--- config.mk ---
export PLATFORM = sky130hd
export DESIGN_NAME = mux_4to1
export DESIGN_NICKNAME = d
export VERILOG_FILES = /design/src/rtl/cpu_pkg.sv /design/src/rtl/mux_4to1_comb.sv /design/src/rtl/mux_4to1.sv
export SDC_FILE = /design/constraint.sdc
export NUM_CORES = 1
export LEC_CHECK = 0
export BUFFER_PORTS_ARGS = -buffer_cell sky130_fd_sc_hd__buf_2
export CAP_MARGIN = 25
export CORE_MARGIN = 2
export CORE_UTILIZATION = 39
export DETAILED_ROUTE_END_ITERATION = 8
export PLACE_DENSITY = 0.84
export SYNTH_ARGS = -nofsm -noshare
export SYNTH_HDL_FRONTEND = slang
export SYNTH_SLANG_ARGS = --single-unit
--- constraint.sdc ---
create_clock -name clk -period 1.05 [get_ports clk]
set_input_delay 0.1575 -clock clk [delete_from_list [all_inputs] [get_ports clk]]
set_output_delay 0.1575 -clock clk [all_outputs]
set_load 0.005 [all_outputs]
--- src/rtl/cpu_pkg.sv ---
// ---------------------------------------------------------------------------
// cpu_pkg
// Shared CPU datapath definitions.
//
// Contents:
//   DATA_W          default datapath width
//   SEL_IN0..3      operand select codes driven onto the shared bus mux
//   src_e           operand-source enum, encoded with the select codes
// ---------------------------------------------------------------------------
package cpu_pkg;

    localparam int DATA_W = 16;

    localparam logic [1:0] SEL_IN0 = 2'd0;
    localparam logic [1:0] SEL_IN1 = 2'd1;
    localparam logic [1:0] SEL_IN2 = 2'd2;
    localparam logic [1:0] SEL_IN3 = 2'd3;

    // The enum values are tied to the select codes so that a source name
    // can be used directly wherever a select value is expected.
    typedef enum logic [1:0] {
        SRC_REGFILE = SEL_IN0,
        SRC_IMM     = SEL_IN1,
        SRC_ALU     = SEL_IN2,
        SRC_MEM     = SEL_IN3
    } src_e;

endpackage

--- src/rtl/mux_4to1_comb.sv ---
// ---------------------------------------------------------------------------
// mux_4to1_comb
// Pure combinational 4:1 operand selector.
//
// Ports:
//   in0..in3   WIDTH-bit operands (regfile, immediate, ALU, memory)
//   select     2-bit operand index
//   mux_d      selected operand, bit-exact copy of in[select]
// ---------------------------------------------------------------------------
module mux_4to1_comb
    import cpu_pkg::*;
#(
    parameter int WIDTH = DATA_W
) (
    input  logic [WIDTH-1:0] in0,
    input  logic [WIDTH-1:0] in1,
    input  logic [WIDTH-1:0] in2,
    input  logic [WIDTH-1:0] in3,
    input  logic [1:0]       select,
    output logic [WIDTH-1:0] mux_d
);

    logic [WIDTH-1:0] w_low;
    logic [WIDTH-1:0] w_high;

    // A ternary tree rather than a case statement: an unknown select bit
    // makes the result unknown wherever the candidates differ, so a bad
    // select is visible in simulation instead of silently picking a leg.
    assign w_low  = select[0] ? in1 : in0;
    assign w_high = select[0] ? in3 : in2;
    assign mux_d  = select[1] ? w_high : w_low;

endmodule

--- src/rtl/mux_4to1.sv ---
// ---------------------------------------------------------------------------
// mux_4to1
// Datapath 4:1 selector onto the shared bus feeding the next pipeline stage.
// With REG_OUT=1 the result is registered (one cycle latency) together with
// a valid qualifier and the select code that produced it; with REG_OUT=0 the
// block is purely combinational and clk/rst_n/hold are ignored.
//
// Ports:
//   clk        rising-edge clock
//   rst_n      synchronous active-low reset
//   in0..in3   WIDTH-bit operands
//   select     operand index
//   in_valid   inputs/select are meaningful this cycle
//   hold       freeze all output registers
//   out        selected operand
//   out_valid  out carries a valid selection
//   sel_q      select value that produced the current out
// ---------------------------------------------------------------------------
module mux_4to1
    import cpu_pkg::*;
#(
    parameter int WIDTH   = DATA_W,
    parameter bit REG_OUT = 1'b1
) (
    input  logic             clk,
    input  logic             rst_n,
    input  logic [WIDTH-1:0] in0,
    input  logic [WIDTH-1:0] in1,
    input  logic [WIDTH-1:0] in2,
    input  logic [WIDTH-1:0] in3,
    input  logic [1:0]       select,
    input  logic             in_valid,
    input  logic             hold,
    output logic [WIDTH-1:0] out,
    output logic             out_valid,
    output logic [1:0]       sel_q
);

    logic [WIDTH-1:0] w_mux_d;

    mux_4to1_comb #(
        .WIDTH (WIDTH)
    ) u_comb (
        .in0    (in0),
        .in1    (in1),
        .in2    (in2),
        .in3    (in3),
        .select (select),
        .mux_d  (w_mux_d)
    );

    generate
        if (REG_OUT) begin : g_reg
            logic [WIDTH-1:0] r_out;
            logic             r_out_valid;
            logic [1:0]       r_sel_q;

            // Reset beats hold, hold beats new data. When the stage is not
            // held and nothing valid arrives, only the valid flag drops; the
            // last data and its select code stay on the bus.
            always_ff @(posedge clk) begin
                if (!rst_n) begin
                    r_out       <= '0;
                    r_out_valid <= 1'b0;
                    r_sel_q     <= SEL_IN0;
                end else if (!hold) begin
                    if (in_valid) begin
                        r_out       <= w_mux_d;
                        r_out_valid <= 1'b1;
                        r_sel_q     <= select;
                    end else begin
                        r_out_valid <= 1'b0;
                    end
                end
            end

            assign out       = r_out;
            assign out_valid = r_out_valid;
            assign sel_q     = r_sel_q;
        end else begin : g_comb
            // Clock, reset and hold have no role in the combinational build.
            logic w_unused;
            assign w_unused  = clk ^ rst_n ^ hold;

            assign out       = w_mux_d;
            assign out_valid = in_valid;
            assign sel_q     = select;
        end
    endgenerate

endmodule

Word-level counts from Yosys, hierarchy flattened
Cells that the tools add are included.
W data, S select, Z words.
- multiplexer cells: 4
- bitwise logic cells: 1
- reduce and logical (&&, ||, !) cells: 1
- operator list (cell ; number):
    $mux W16 ; 3
    $reduce_and A2 Y1 ; 1
    $mux W1 ; 1
    $not A1 Y1 ; 1
- flip-flop bits (word level): 19
- bits of input ports: 70
- output and inout bits: 19
- logic and storage cells: 9

Longest topological paths before layout
Gate-level depths: netlist (run 1).
- depth in word-level cells: 2
- mapped depth: 5
- mapped depth without buffers: 3

Hierarchy
A second synthesis (run 1) with hierarchy kept.
- cell total of the unflattened synthesis: 102
- area, all modules: 1211.2 µm²
- modules (own cells, without submodules) (module ; times used ; cells each ; area each (µm²) ; sequential area each (µm²)):
    mux_4to1 ; 1 ; 82 ; 787.0 ; 380.4
    mux_4to1_comb ; 1 ; 20 ; 424.2 ; 0.0

Least setup slack after synthesis (run 1)
Ideal clock, no wire load.
- path type: input -> register
- start: input port select[0]
- end: register g_reg.r_out[1] (netlist: out[1])
- library setup time: 0.128 ns
- arrival: 0.812 ns
- required time: 0.922 ns
- slack: 0.110 ns
- stages on the path: 4
- buffers on the path: 2
- cells stage by stage: buf_4 > buf_4 > mux2i_1 > o221ai_2
- longest elaborated chain between the ends: 2
- elaborated cells between the ends (all ways): 3
- those cells by class: mux: 3
- ends and longest elaborated chain (item ; line ; text):
    from (decl) ; mux_4to1.sv:31 ; input logic [1:0] select,
    $mux W16 (on tied branches) ; mux_4to1_comb.sv:29, mux_4to1_comb.sv:30 ;
    $mux W16 * ; mux_4to1_comb.sv:31 ; assign mux_d = select[1] ? w_high : w_low;
    to (signal assigned) ; mux_4to1.sv:68 ; r_out <= w_mux_d;
    to (decl) ; mux_4to1.sv:54 ; logic [WIDTH-1:0] r_out;
Mark *: on every way between the ends. The rest lies on a longest branch, timed or not.
A chain may end at the register's enable or synchronous reset.

Final worst setup path (run 1)
- start: register g_reg.r_out[7] (netlist: out[7])
- end: output port out[7]
- RTL lines (item ; line ; text):
    to (decl) ; mux_4to1.sv:34 ; output logic [WIDTH-1:0] out,
No word-level cell between the ends.

==> results.toml, run 1 <==
[run_status]
status = "complete, but fails checks"
violations = "DRC"

[critical_path]
reg2reg_slack_ns = 0.43
reg2regPathDepth = 2
crit_type = "flip-flop to output port"
end_kind = "output port"
critPathTopFamily = "flip-flops"
worstPathArrival_ns = 0.77
startpoint_type = "flip-flop"
crit_buf_inv = 1
slowest_stage = "dfxtp_1"
worstPathMaxFanout = 2
slowest_delay_ns = 0.36
r2r-end = "out[10]$_SDFFE_PN0P_"
crit_chain = "buf_2"
required_ns = 0.89
reg2reg_from = "out[10]$_SDFFE_PN0P_"

[synth]
syn_avg_cell_area_um2 = 11.12
synth_top_family_by_area = "multiplexers"
synth.area.mux_share = 0.2744
synthAdderAreaFrac = 0
synth_area_mm2 = 0.001167
synth_compound_area_frac = 0.1929
syn_nets = 175
synthXorXnorAreaFrac = 0
yosys.area_share.simple = 0.1340
ys_seq_area_frac = 0.3258
ys_ff_latch = 19
synth-warning-count = 0
synth_cells = 105
ys_types = 15

[worst_hold_path]
hold_depth = 3
worstHoldStart = "hold"
timing.hold.worst.class = "input port to flip-flop"
worstHoldEndpoint = "out_valid$_SDFFE_PN0N_"

[route]
vias_per_cell = 5.363
drc_errors = 6
ant_nets = 0
drtPass1Iterations = 6
wirelength_mm = 3.044
drtIter0Drc = 35
num_vias = 1196
post_drt_wl_per_cell_um = 13.65

[timing]
hold_viol_final = 0
relSlewSlack = 0.8157
fin_crit_sh = 0.8844
rsz0062_at_grt = "no"
skew_ns = 0
fin_ws_ns = 0.1214
tns_ns = 0
min_period_ns = 0.9286
fmax_mhz = 1077
maxSlewViolCount = 0
setup_viol = 0
worst_pin_slew_ns = 0.2765

[place]
dp_hpwl_mm = 2.518
port_buffers = 88
dp_slack_ns = -0.08377
finalWeightedCongestion = 0.7069
placed_cells = 219

[clock_tree]
clkSinkCount = 19
ctsHoldBuffers = 0
numCtsBuffers = 3
clk_path_buf_depth = 2
root_buffer = "clkbuf_4"
cts.reportedPaths.clkPinSlew_ns = 0.11
h-tree-depth = 1
cts_setup_buffers = 0
post_cts_resized = 0
clk_latency_ns = 0.29
cts_tree = "done"

[pwr]
leakage_nw = 0.8748
powerDensity_mw_per_mm2 = 950.5
peakVddDrop_mv = 0.4955

[grt]
grt_usage = 0.1905
grt_pass1_wl_mm = 5.009
overflow = 0
grt_pass1_vias = 1193
grt_max_degree = 21
antenna_found_initial = 0

[floorplan]
core_area_mm2 = 0.002805
die_width_um = 58.71
io_pins = 89
die_h_um = 58.71
dieArea_mm2 = 0.003447
initial_core_util = 0.4161
rows = 19

[finish]
syn2layout_area_growth_pct = 42.55
nets = 263
stdcell_count = 223
antenna_cells = 0
multi_input_area_um2 = 701.9
fillers = 272
drive_gt1_frac = 0.5729
seq_area_um2 = 380.4

[job]
cap_violations = 0
==> per-layer routing <==
metal | vias to the layer above | wire, um | GRT usage
met5 | - | 0 | 0
met4 | 0 | 27 | 0.08117
met3 | 2 | 219 | 0.02637
met2 | 53 | 1708 | 0.3788
met1 | 552 | 1089 | 0.1946
li1 | 589 | - | -
==> final cells by class <==
type	instances	area share
clock buffers	3	0.01353
well taps	31	0.02331
flip-flops and latches	19	0.2286
repair buffers	93	0.3098
clock inverters	1	0.003008
multi-input cells	76	0.4218
==> worst max-delay path by stage <==
| stage | to | from | depth (start not counted) |
|---|---|---|---|
| after floorplan | out[1]$_SDFFE_PN0P_ | select[0] | 4 |
| after detailed placement | out[10]$_SDFFE_PN0P_ | hold | 4 |
| after global placement | out[11]$_SDFFE_PN0P_ | hold | 4 |
| final | out[7] | out[7]$_SDFFE_PN0P_ | 1 |
| after global routing | out[14] | out[14]$_SDFFE_PN0P_ | 1 |
| after CTS | out[14] | out[14]$_SDFFE_PN0P_ | 1 |
==> registers in the layout, indices dropped and copies added, names as in the netlist <==
name	count
sel_q	2
out	16
out_valid	1
==> logic make-up (layout without fill, tap and decap cells) <==
family | after synthesis | after routing
buffers and inverters | 10 | 97
DFF | 19 | 19
AOI/OAI and AO/OA | 19 | 19
and+or+nand+nor | 25 | 25
muxes | 32 | 32
==> layout by cell type (no fill, tap or decap), drive strengths merged <==
cell type | netlist | final
buf | 10 | 93
mux2i | 32 | 32
dfxtp | 19 | 19
nand3 | 17 | 17
o221ai | 16 | 16
nand2 | 5 | 5
clkbuf | 0 | 3
a21boi | 3 | 3
nor2b | 1 | 1
nand3b | 1 | 1
nand2b | 1 | 1
clkinv | 0 | 1
==> Yosys cell counts <==
library cell | instances | share of area
a21boi_0 | 2 | 0.013
a21boi_1 | 1 | 0.0064
buf_2 | 2 | 0.0086
buf_4 | 4 | 0.026
buf_6 | 4 | 0.039
dfxtp_1 | 19 | 0.33
mux2i_1 | 32 | 0.27
nand2_1 | 5 | 0.016
nand2b_1 | 1 | 0.0054
nand3_1 | 16 | 0.069
nand3_4 | 1 | 0.015
nand3b_4 | 1 | 0.017
nor2b_4 | 1 | 0.012
o221ai_1 | 6 | 0.045
o221ai_2 | 10 | 0.13
==> tightest hold or removal path: cells and delay by family <==
family,cells,cell delay [ns]
simple gates,1,0.06
buf+inv,1,0.12
compound gates,1,0.05
==> metrics by stage <==
step                      hold slack [ns]  utilization  power [mW]  instance area (um2)
final                              0.1471       0.5932       1.582                 1664
after global routing               0.1198       0.5932       1.698                 1664
after CTS                          0.1313       0.5932       1.619                 1664
after detailed placement           0.4511       0.5834       1.244                 1637
after global placement             0.4538       0.5834       1.229                 1637
after floorplan                    0.3023            -       1.025                 1167
==> power breakdown <==
part | internal (mW) | total, mW | switching (mW)
Combinational | 0.242 | 0.434 | 0.192
Sequential | 0.764 | 0.786 | 0.0219
Clock | 0.142 | 0.362 | 0.220
Total | 1.15 | 1.58 | 0.434
(Power assumes the default switching activity.)
==> run 2, diff against run 1 <==
- CELL_PAD_IN_SITES_DETAIL_PLACEMENT: default -> 0
- CELL_PAD_IN_SITES_GLOBAL_PLACEMENT: default -> 1
- CORE_UTILIZATION: 39 -> 28
- PLACE_DENSITY: 0.84 -> 0.85
==> run 2 against run 1 <==
  * Core utilization fell by 17 points
  * Largest cell class unchanged
  * Worst setup slack improved by 0.045 ns
  * Die area is 36% higher
  * First-iteration DRC count is 5.7% lower
  * Fmax is 5.1% higher
  * Hold slack improved by 0.042 ns
  * The run now ends clean
  * Non-clock buffer count stayed put
  * Highest routed layer unchanged
  * Clock-buffer cell count grew 1
  * Critical endpoint is now sel_q[0]
  * Sequential cell count unchanged
  * Clock skew did not move
  * Sequential share of layout area decreased by 0.39 points
==> results.toml, run 2 (synthesis gave the netlist of run 1 again) <==
[run_status]
status = "completed"

[finish]
final_cell_mix = "buf_2 (88), mux2i_1 (32), dfxtp_1 (19)"
nets = 263
largest_register_ffs = 16
syn2layout_area_growth_pct = 45.02
stdcell_count = 242
mostFrequentLayoutCell = "buf_2"
drive_gt1_frac = 0.5677
antenna_cells = 0

[clock_tree]
ctsHoldBuffers = 0
cts.reportedPaths.clkPinSlew_ns = 0.07
h-tree-depth = 1
root_buffer = "clkbuf_8"
numCtsBuffers = 3
cts_tree = "done"
cts_setup_buffers = 0
clkSinkCount = 19
clk_latency_ns = 0.25
post_cts_resized = 0
clk_path_buf_depth = 2

[grt]
grt_pass1_vias = 1017
antenna_found_initial = 0
grt_usage = 0.1296
grt_max_degree = 24
overflow = 0
grt_pass1_wl_mm = 4.505

[timing]
fmax_mhz = 1132
hold_viol_final = 0
fin_crit_sh = 0.8411
rsz0062_at_grt = "no"
whs_ns = 0.1890
worst_pin_slew_ns = 0.2938
setup_viol = 0
maxSlewViolCount = 0
relSlewSlack = 0.8041
min_period_ns = 0.8831
tns_ns = 0
skew_ns = 0

[job]
cap_violations = 0

[place]
port_buffers = 88
placed_cells = 238
dp_hpwl_mm = 2.545
finalWeightedCongestion = 0.7020

[route]
post_drt_wl_per_cell_um = 13.24
drtIter0Drc = 33
ant_nets = 0
drc_errors = 0
drtPass1Iterations = 4
num_vias = 1175
vias_per_cell = 4.855
wirelength_mm = 3.203

[pwr]
p_seq_frac = 0.459
p_int_mw = 1.271
peakVddDrop_mv = 0.6308
leakage_nw = 0.8752
power_frac_comb = 0.251
p_sw_frac = 0.2568
switchingPower_mw = 0.4392
powerDensity_mw_per_mm2 = 1010
clkPwrFrac = 0.290
power_mw = 1.710

[floorplan]
die_width_um = 68.57
core_area_mm2 = 0.004000
initial_core_util = 0.2918
rows = 23
die_h_um = 68.57
io_pins = 89
dieArea_mm2 = 0.004702

[critical_path]
end_kind = "output port"
crit_type = "flip-flop to output port"
slowest_stage = "dfxtp_1"
startpoint_type = "flip-flop"
critPathTopFamily = "flip-flops"
slowest_delay_ns = 0.35
crit_chain = "buf_2"
worstPathMaxFanout = 2
crit_buf_inv = 1
required_ns = 0.89
worstPathArrival_ns = 0.73

[worst_hold_path]
timing.hold.worst.class = "input port to flip-flop"
==> run 2: cell count changes in the layout (fill, tap and decap cells not counted) <==
cell,delta
clkbuf_8,+3
buf_12,-1
clkinv_2,-1
buf_4,+1
clkbuf_1,+1
clkbuf_4,-3
==> run 2: power groups by stage <==
stage | Sequential [mW] | Clock [mW] | Combinational (mW)
6_report | 0.785 | 0.496 | 0.429
5_1_grt | 0.788 | 0.554 | 0.472
4_1_cts | 0.784 | 0.521 | 0.438
3_5_place_dp | 0.800 | 0 | 0.437
3_3_place_gp | 0.801 | 0 | 0.432
2_1_floorplan | 0.805 | 0 | 0.220
==> run 2: stage by stage <==
| stage | area [um2] | setup slack (ns) | util |
|---|---|---|---|
| CTS | 1693 | 0.1707 | 0.4232 |
| detailed placement | 1648 | -0.09959 | 0.4119 |
| global placement | 1648 | -0.02906 | 0.4119 |
| global route | 1693 | 0.1190 | 0.4232 |
| finish | 1693 | 0.1669 | 0.4232 |
| floorplan | 1167 | 0.1101 | - |
==> run 2: final cells by class <==
type	count	area, um2
Timing Repair Buffer	93	503.0
Sequential cell	19	380.4
Fill cell	406	2307
Clock buffer	4	45.04
Multi-Input combinational cell	76	701.9
Tap cell	50	62.56
==> run 2: worst register-to-register path: cells and delay by family (launching register included) <==
kind	cells	cell delay, ns
flops	1	0.35
compound gates	1	0.14
simple gates	1	0.05
==> run 2: worst paths after layout <==
kind / start / to / slack, ns / cells past startpoint
max: sel_q[0]$_SDFFE_PN0P_ / sel_q[0] / 0.17 / 1
min: hold / out_valid$_SDFFE_PN0N_ / 0.19 / 3
max reg2reg: sel_q[0]$_SDFFE_PN0P_ / sel_q[0]$_SDFFE_PN0P_ / 0.43 / 2
min reg2reg: out_valid$_SDFFE_PN0N_ / out_valid$_SDFFE_PN0N_ / 0.46 / 2
==> run 2: metal layers <==
metal / track usage / wire, um
met1: 0.1484 / 1208
met5: 0 / 0
met2: 0.2284 / 1739
met3: 0.04058 / 198
met4: 0.04000 / 57
==> run 3, diff against run 2 <==
- CORE_UTILIZATION: 28 -> 25
- PLACE_DENSITY: 0.85 -> 0.8
- clock period: 1.05 -> 0.8 ns (I/O delays scaled with it)
==> run 3 against run 2 <==
  * Core utilization is 0.68 points lower
  * Combinational power is 44% higher
  * Highest routed layer unchanged
  * Cell count is 2.5% higher
  * Hold slack worse by 0.062 ns
  * Sequential cell count stayed put
  * Clock-buffer cell count is 1 lower
  * The run now ends with setup timing left
  * Largest cell class unchanged
  * Critical path depth stayed put
  * Via count is 0.51% lower
==> results.toml, run 3 (synthesis gave the netlist of run 1 again) <==
[pwr]
powerDensity_mw_per_mm2 = 1287
p_seq_frac = 0.442
p_int_mw = 1.721
power_mw = 2.365
switchingPower_mw = 0.6439
p_sw_frac = 0.2723
leakage_nw = 0.9253
peakVddDrop_mv = 0.5084
power_frac_comb = 0.260
clkPwrFrac = 0.297

[timing]
maxSlewViolCount = 0
fin_crit_sh = 1.036
whs_ns = 0.1271
rsz0062_at_grt = "yes"
hold_viol_final = 0
fin_ws_ns = -0.02888
setup_viol = 19
fmax_mhz = 1206
skew_ns = 0
min_period_ns = 0.8289
relSlewSlack = 0.8646
worst_pin_slew_ns = 0.1974

[floorplan]
dieArea_mm2 = 0.005232
die_h_um = 72.34
rows = 24
io_pins = 89
die_width_um = 72.34
initial_core_util = 0.2645
core_area_mm2 = 0.004414

[clock_tree]
cts.reportedPaths.clkPinSlew_ns = 0.08
h-tree-depth = 1
numCtsBuffers = 3
clkSinkCount = 19
root_buffer = "clkbuf_8"
clk_path_buf_depth = 2
clk_latency_ns = 0.26
cts_tree = "done"

[finish]
mostFrequentLayoutCell = "buf_2"
antenna_cells = 0
nets = 267
drive_gt1_frac = 0.6786
seq_area_um2 = 404.1
largest_register_ffs = 16
final_cell_mix = "buf_2 (78), mux2i_1 (32), dfxtp_2 (19)"
fillers = 455
stdcell_count = 248
multi_input_area_um2 = 701.9
syn2layout_area_growth_pct = 57.45

[route]
post_drt_wl_per_cell_um = 13.40
num_vias = 1169
wirelength_mm = 3.323
ant_nets = 0
drtPass1Iterations = 4
drtIter0Drc = 36
vias_per_cell = 4.714
drc_errors = 0

[grt]
grt_max_degree = 26
overflow = 0
antenna_found_initial = 0
grt_pass1_vias = 1163
grt_usage = 0.1258
grt_pass1_wl_mm = 5.202

[critical_path]
end_kind = "output port"
reg2reg_from = "out[14]$_SDFFE_PN0P_"
slowest_stage = "dfxtp_2"
slowest_delay_ns = 0.33
crit_chain = "buf_2"
crit_buf_inv = 1
worstPathArrival_ns = 0.71
required_ns = 0.68
cp.depth = 1
critPathTopFamily = "flip-flops"
reg2regPathDepth = 3
worstPathMaxFanout = 2
startpoint = "out[2]$_SDFFE_PN0P_"
r2r-end = "out[14]$_SDFFE_PN0P_"
startpoint_type = "flip-flop"
crit_type = "flip-flop to output port"
reg2reg_slack_ns = 0.06
setup.worst_path.end = "out[2]"

[place]
port_buffers = 88
dp_hpwl_mm = 2.551
placed_cells = 243
finalWeightedCongestion = 0.6692
dp_slack_ns = -0.1951

[worst_hold_path]
timing.hold.worst.class = "input port to flip-flop"

[run_status]
violations = "setup timing"
status = "complete, but fails checks"

[job]
cap_violations = 0
run 3: cell types whose count changed in the layout (fill, tap and decap cells not counted), sizes merged:
cell / change
clkbuf: -1
clkinv: +1
buf: +4
run 3: worst reg2reg max path: stages (launching register included):
cell,delay (ns)
dfxtp_2,0.32
buf_4,0.12
nand3_1,0.06
o221ai_1,0.11
run 3: worst min path at each step:
stage	slack, ns	depth (start not counted)	endpoint	from
2_1_floorplan	0.26	2	sel_q[1]$_SDFFE_PN0P_	select[1]
3_3_place_gp	0.41	3	out[9]$_SDFFE_PN0P_	in2[9]
3_5_place_dp	0.42	3	out_valid$_SDFFE_PN0N_	hold
4_1_cts	0.13	3	out_valid$_SDFFE_PN0N_	hold
5_1_grt	0.16	3	sel_q[1]$_SDFFE_PN0P_	select[1]
6_report	0.13	3	out_valid$_SDFFE_PN0N_	hold
run 3: layer usage:
metal / track usage / vias up / share of wire
met1: 0.1465 / 535 / 0.40
met4: 0.05660 / 0 / 0.020
met5: 0 / - / 0
li1: - / 589 / -
met3: 0.02222 / 6 / 0.063
met2: 0.2232 / 39 / 0.52
run 3: cell type report:
| class | count | share of cell area |
|---|---|---|
| clock inverter | 1 | 0.002723 |
| multi-input combinational | 76 | 0.3819 |
| tap | 52 | 0.03540 |
| timing repair buffer | 97 | 0.3376 |
| sequential | 19 | 0.2199 |
| clock buffer | 3 | 0.02246 |
run 3: per-stage QoR:
stage | util | TNS [ns] | area [um2]
5_1_grt | 0.4164 | -0.8323 | 1838
6_report | 0.4164 | -0.3497 | 1838
4_1_cts | 0.4093 | -0.4742 | 1807
3_3_place_gp | 0.3846 | -2.338 | 1698
2_1_floorplan | - | -0.07977 | 1209
3_5_place_dp | 0.3846 | -2.889 | 1698
run 3: power by group through the flow:
stage	clock, mW	sequential [mW]	combinational [mW]
final	0.702	1.05	0.616
after global routing	0.769	1.05	0.674
after CTS	0.713	1.04	0.612
after detailed placement	0	1.05	0.591
after global placement	0	1.05	0.582
after floorplan	0	1.06	0.312
run 3: repair_timing:
| item | in CTS | in global routing |
|---|---|---|
| endpoints found under the hold margin | 0 | 0 |
| setup buffers | 1 | 0 |
| setup endpoints to repair | 19 | 19 |
| resized for setup | 24 | 5 |
| hold buffers | 0 | 0 |
